**src/rtl/hazard_pkg.sv**
```systemverilog
// Shared types for the pipeline hazard controller: pipeline slot record, memory-wait FSM states
// and the register-match helper used by the hazard compare.
package hazard_pkg;

  localparam int REG_W = 4;

  typedef struct packed {
    logic             valid;
    logic             wb_en;
    logic             is_load;
    logic [REG_W-1:0] dest;
  } slot_t;

  typedef enum logic [0:0] {
    RUN      = 1'b0,
    MEM_WAIT = 1'b1
  } mem_state_t;

  localparam slot_t SLOT_EMPTY = '0;

  // True when an in-flight writer targets a register the ID instruction reads.
  function automatic logic slot_match(slot_t s, logic [REG_W-1:0] src1,
                                      logic [REG_W-1:0] src2, logic two_src);
    return s.valid & s.wb_en & ((s.dest == src1) | (two_src & (s.dest == src2)));
  endfunction

endpackage

```
**src/rtl/mem_wait_fsm.sv**
```systemverilog
// RUN/MEM_WAIT sequencer for multi-cycle data-memory accesses: drives freeze_pipe and the
// sticky timeout flag.
module mem_wait_fsm
  import hazard_pkg::*;
#(
  parameter int MEM_TIMEOUT = 255
) (
  input  logic clk,
  input  logic rst,
  input  logic mem_req,
  input  logic mem_ready,
  output logic freeze_pipe,
  output logic mem_timeout_err
);

  localparam int WCNT_W = $clog2(MEM_TIMEOUT + 1);
  localparam logic [WCNT_W-1:0] TIMEOUT_C = WCNT_W'(MEM_TIMEOUT);

  mem_state_t        state_q, state_d;
  logic [WCNT_W-1:0] wcnt_q, wcnt_d;
  logic              err_q, err_d;

  always_comb begin
    state_d     = state_q;
    wcnt_d      = '0;
    err_d       = err_q;
    freeze_pipe = 1'b0;
    case (state_q)
      RUN: begin
        // A single-cycle access (ready in the request cycle) never freezes.
        if (mem_req && !mem_ready) begin
          state_d     = MEM_WAIT;
          freeze_pipe = 1'b1;
        end
      end
      MEM_WAIT: begin
        freeze_pipe = !mem_ready;
        if (mem_ready) state_d = RUN;
        wcnt_d = (wcnt_q == TIMEOUT_C) ? wcnt_q : wcnt_q + 1'b1;
        // Flag only; the access is still waited out.
        if (wcnt_d == TIMEOUT_C) err_d = 1'b1;
      end
      default: state_d = RUN;
    endcase
  end

  always_ff @(posedge clk) begin
    if (rst) begin
      state_q <= RUN;
      wcnt_q  <= '0;
      err_q   <= 1'b0;
    end else begin
      state_q <= state_d;
      wcnt_q  <= wcnt_d;
      err_q   <= err_d;
    end
  end

  assign mem_timeout_err = err_q;

endmodule

```
**src/rtl/pipe_hazard_ctrl.sv**
```systemverilog
// Pipeline scheduler beside ID: tracks EXE/MEM writers, raises RAW hazards, branch flushes and
// memory-wait freezes. Define HAZARD_FWD_EN when a forwarding unit exists (load-use stalls only).
module pipe_hazard_ctrl
  import hazard_pkg::*;
#(
  parameter int REG_ADDR_W  = REG_W,
  parameter int CNT_W       = 16,
  parameter int MEM_TIMEOUT = 255
) (
  input  logic                  clk,
  input  logic                  rst,
  input  logic [REG_ADDR_W-1:0] id_src1,
  input  logic [REG_ADDR_W-1:0] id_src2,
  input  logic                  id_two_src,
  input  logic                  id_wb_en,
  input  logic                  id_mem_r_en,
  input  logic [REG_ADDR_W-1:0] id_dest,
  input  logic                  branch_taken,
  input  logic                  mem_req,
  input  logic                  mem_ready,
  output logic                  hazard,
  output logic                  freeze_if,
  output logic                  flush_if_id,
  output logic                  flush_id_exe,
  output logic                  freeze_pipe,
  output logic [CNT_W-1:0]      stall_cycles,
  output logic                  mem_timeout_err
);

  slot_t            exe_q, exe_d, mem_q, mem_d, id_slot;
  logic [CNT_W-1:0] stall_q, stall_d;
  logic             exe_hit, raw, flush;

  mem_wait_fsm #(.MEM_TIMEOUT(MEM_TIMEOUT)) u_mem_wait (
    .clk            (clk),
    .rst            (rst),
    .mem_req        (mem_req),
    .mem_ready      (mem_ready),
    .freeze_pipe    (freeze_pipe),
    .mem_timeout_err(mem_timeout_err)
  );

  assign exe_hit = slot_match(exe_q, id_src1, id_src2, id_two_src);

`ifdef HAZARD_FWD_EN
  // Forwarding covers everything except a load whose data is not back yet.
  assign raw = exe_hit & exe_q.is_load;
  logic unused_slot_bits;
  assign unused_slot_bits = ^mem_q;
`else
  logic mem_hit;
  assign mem_hit = slot_match(mem_q, id_src1, id_src2, id_two_src);
  assign raw     = exe_hit | mem_hit;
  logic unused_slot_bits;
  assign unused_slot_bits = exe_q.is_load ^ mem_q.is_load;
`endif

  // A frozen EXE re-presents its branch after release, so frozen branches are ignored.
  assign flush        = branch_taken & ~freeze_pipe;
  assign flush_if_id  = flush;
  assign flush_id_exe = flush;
  assign hazard       = raw & ~flush & ~freeze_pipe;
  assign freeze_if    = hazard | freeze_pipe;

  always_comb begin
    id_slot         = SLOT_EMPTY;
    id_slot.valid   = 1'b1;
    id_slot.wb_en   = id_wb_en;
    id_slot.is_load = id_mem_r_en;
    id_slot.dest    = id_dest;
    exe_d = exe_q;
    mem_d = mem_q;
    if (!freeze_pipe) begin
      mem_d = exe_q;
      exe_d = (hazard || flush) ? SLOT_EMPTY : id_slot;
    end
    stall_d = stall_q;
    if ((hazard || freeze_pipe) && (stall_q != {CNT_W{1'b1}})) stall_d = stall_q + 1'b1;
  end

  always_ff @(posedge clk) begin
    if (rst) begin
      exe_q   <= SLOT_EMPTY;
      mem_q   <= SLOT_EMPTY;
      stall_q <= '0;
    end else begin
      exe_q   <= exe_d;
      mem_q   <= mem_d;
      stall_q <= stall_d;
    end
  end

  assign stall_cycles = stall_q;

endmodule

```
**config.mk**
```make
export PLATFORM = sky130hd
export DESIGN_NAME = pipe_hazard_ctrl
export DESIGN_NICKNAME = d
export VERILOG_FILES = /design/src/rtl/hazard_pkg.sv /design/src/rtl/mem_wait_fsm.sv /design/src/rtl/pipe_hazard_ctrl.sv
export SDC_FILE = /design/constraint.sdc
export NUM_CORES = 1
export LEC_CHECK = 0
export BUFFER_PORTS_ARGS = -buffer_cell sky130_fd_sc_hd__buf_2
export CAP_MARGIN = 20
export CELL_PAD_IN_SITES_DETAIL_PLACEMENT = 2
export CELL_PAD_IN_SITES_GLOBAL_PLACEMENT = 2
export CORE_ASPECT_RATIO = 0.6
export CORE_MARGIN = 2
export CORE_UTILIZATION = 34
export CTS_BUF_LIST = sky130_fd_sc_hd__clkbuf_4
export CTS_CLUSTER_DIAMETER = 150
export DETAILED_ROUTE_END_ITERATION = 12
export PLACE_DENSITY = 0.81
export REMOVE_ABC_BUFFERS = 1
export SETUP_SLACK_MARGIN = 0.5
export SLEW_MARGIN = 20
export SYNTH_ARGS = -nofsm -noshare
export SYNTH_HDL_FRONTEND = slang
export SYNTH_SLANG_ARGS = --single-unit
```
**constraint.sdc**
```tcl
create_clock -name clk -period 2.75 [get_ports clk]
set_input_delay 0.825 -clock clk [delete_from_list [all_inputs] [get_ports clk]]
set_output_delay 0.825 -clock clk [all_outputs]
set_load 0.03 [all_outputs]
```
==> metrics.md <==
| Metric | Value |
|---|---|
| Longest Clk Path Bufs | `2` |
| Area occupied by multi-input gates | `1560 sq um` |
| Detail Placement HPWL | `4.946 mm` |
| Ant diodes | `0` |
| Worst relative slew slack | `66.35%` |
| WP data arrival | `2.19 ns` |
| Vias in the first global route | `2245` |
| Antenna Nets Post-Route | `0` |
| Drt initial violations | `109` |
| Detailed Routing Iterations Pass 1 | `4` |
| Simple-Gate Fraction of Synth Area | `26.10%` |
| Leakage | `1.220 nW` |
| Post-cts hold buffer count | `0` |
| Clock slew at reported path FFs | `0.12 ns` |
| Main synth FF type | `dfxtp_1` |
| Via count | `2161` |
| Maximum fanout along the worst path | `3` |
| Core area | `6193 sq um` |
| Largest net degree at the start of global routing | `21` |
| Synth warn | `0` |
| Hold_ws | `0.4654 ns` |
| Status | `complete, but fails checks` |
| Commonest non-fill, non-tap cell in the layout | `dfxtp_1` |
| Largest family of logic cells by synthesized area | `simple AND/OR/NAND/NOR gates` |
| Total power draw | `0.001048 W` |
| Final worst setup slack | `-0.2662 ns` |
| Routed WL per cell | `23.45 um` |
| Crit end category | `output port` |
| Initial Util | `35.68%` |
| TritonCTS Buffers | `5` |
| Startpoint Class | `primary input` |
| CP required | `1.93 ns` |
| Power density cells | `349.4 nW/um^2` |
| Synth Area in XOR/XNOR | `6.738%` |
| Die X | `108.1 um` |
| I/O Buffers | `40` |
| Violated checks | `negative setup slack` |
| Layout area overhead | `35.73%` |
| #FFs+latches synth | `38` |
| Via density | `5.541` |
| Total Nets Final | `329` |
| Routed WL | `9.147 mm` |
| CTS Root Cell | `clkbuf_4` |
| Placer congestion estimate | `0.8190` |
| Total gr overflow | `0` |
| Pins Over Slew Limit | `0` |
| Hold Crit Class | `flip-flop to flip-flop` |
| Chip Height | `66.45 um` |
| Cell variety after synth | `54` |
| Clk_skew | `0.01423 ns` |
| Register area | `760.7 sq um` |
| Final Hold Viols | `0` |
| # clock sinks | `38` |
| Filler cell count | `659` |
| Mapped Cells | `247` |
| Number of placed I/O pins | `42` |
| Period utilization | `109.7%` |
| Fmax | `0.3315 GHz` |
| Commonest cells after routing, fill and taps aside | `dfxtp_1, buf_2, nand2_1` |
| RSZ-0062 raised after global routing | `true` |
| Row cnt | `22` |
| Sequential area share after synthesis | `34.43%` |
| Maximum VDD drop | `0.1400 mV` |
| First-pass GRT wire length | `12.32 mm` |
| Asr flop ratio synth | `0%` |
| CP Class | `primary input to output port` |
| Synth Area in Adders | `1.133%` |
| Post-Syn Area | `2210 sq um` |
| Final Critical Period | `3.016 ns` |
| Clk_lat worst skew | `0.38 ns` |
| Share of cells above drive strength 1 | `38.56%` |
| Post-synthesis compound-gate area fraction | `19.65%` |
| Post-synth EDFFs | `0` |
| GRT Total Usage | `23.23%` |
| Syn Area/Cell | `8.946 sq um` |
| Post-synthesis mux area share | `7.758%` |
| CTS tree | `yes` |
| H-tree depth | `2` |
| Total die area | `7181 sq um` |
| MaxCap Viol Count | `0` |
| Finish-stage setup viols | `2` |
| Tightest Pin Transition | `0.5029 ns` |
| Drt drc | `0` |
| Initial antenna violation count | `0` |
-- final cells by class --
class	instances	share of cell area, %
Inverter	6	1.043
Sequential cell	38	25.37
Clock inverter	1	0.1252
Timing Repair Buffer	65	16.69
Tap cell	84	3.504
Clock buffer	5	1.252
Multi-Input combinational cell	191	52.02
-- per-stage QoR --
step	instances	util (%)	TNS (ns)	setup slack, ns	cell area (sq um)
floorplan	234	-	-2.093	-0.6041	2140
global placement	370	40.93	-0.5419	-0.3080	2535
detailed placement	370	40.93	-0.6879	-0.3725	2535
CTS	384	45.62	-0.1448	-0.07361	2825
global route	390	48.42	-0.6489	-0.3349	2999
finish	390	48.42	-0.5257	-0.2662	2999
-- sequential cells by signal, summed over array words and instances, names as in the netlist --
register	cells
u_mem_wait.wcnt_q	8
exe_q	6
mem_q	6
stall_cycles	16
u_mem_wait.mem_timeout_err	1
u_mem_wait.state_q	1
-- where the power goes --
part | leakage [nW] | switching [W] | internal, W
combinational | 0.888 | 0.000101 | 0.0000729
clock | 0.0246 | 0.000210 | 0.0000876
sequential | 0.308 | 0.0000159 | 0.000561
-- cells by family after synthesis --
kind of cell / after synthesis
simple gates: 106
flops: 38
compound gates: 52
mux: 13
xor+xnor: 17
fa+ha+maj: 2
buf+inv: 19
-- worst max-delay path, stage by stage --
cell	delay, ns
buf_8	0.10
xnor2_1	0.23
nand4_1	0.21
o41ai_4	0.35
nor2_4	0.12
o21ai_4	0.19
buf_6	0.16
-- synth_stat cells, types with 2 or more instances --
master     n  area [sq um]
a21oi_2    5         43.79
xnor2_1    5         43.79
nor3_1     6         30.03
a21o_1     3         22.52
buf_6      2         22.52
inv_1      5         18.77
a21oi_1   11         55.05
dfxtp_1   38         760.7
a211oi_1   5         37.54
buf_2      2         10.01
a22o_1     5         43.79
clkbuf_1   7         26.28
nand4_1    6         37.54
nand3_1    7         35.03
and3_1     6         37.54
a31oi_1    2         12.51
mux2_4     7         105.1
nor2_1    28         105.1
ha_1       2         25.02
nand2_1   26         97.59
nor2b_1   13         81.33
o41ai_4    2         55.05
o211ai_1   3         22.52
mux2_1     5         56.30
xor2_1    12         105.1
o21ai_0    5         25.02
and2_1     2         12.51
-- path summary, 6_finish.rpt --
kind	to	cells past startpoint	startpoint	slack (ns)
setup / recovery	freeze_if	7	id_src2[1]	-0.27
hold / removal	u_mem_wait.mem_timeout_err$_SDFFE_PP0P_	2	u_mem_wait.mem_timeout_err$_SDFFE_PP0P_	0.47
setup reg to reg	stall_cycles[15]$_SDFFE_PP0P_	11	exe_q[1]$_SDFFE_PP0N_	0.26
hold reg to reg	u_mem_wait.mem_timeout_err$_SDFFE_PP0P_	2	u_mem_wait.mem_timeout_err$_SDFFE_PP0P_	0.47
-- routing by layer --
layer,share of wire (%),global-route usage [%],vias up
met5,0,0,-
met1,44,29.84,1088
met4,1.9,8.654,0
met2,50,39.15,66
li1,-,-,993
met3,4.2,4.039,14
-- repair_timing --
action,4_1_cts,5_1_grt
endpoints found under the setup margin,12,20
buffers inserted,7,6
resized for setup,42,29
gates cloned,1,0
pin swaps,19,11
Power figures use the tool's default switching activity.
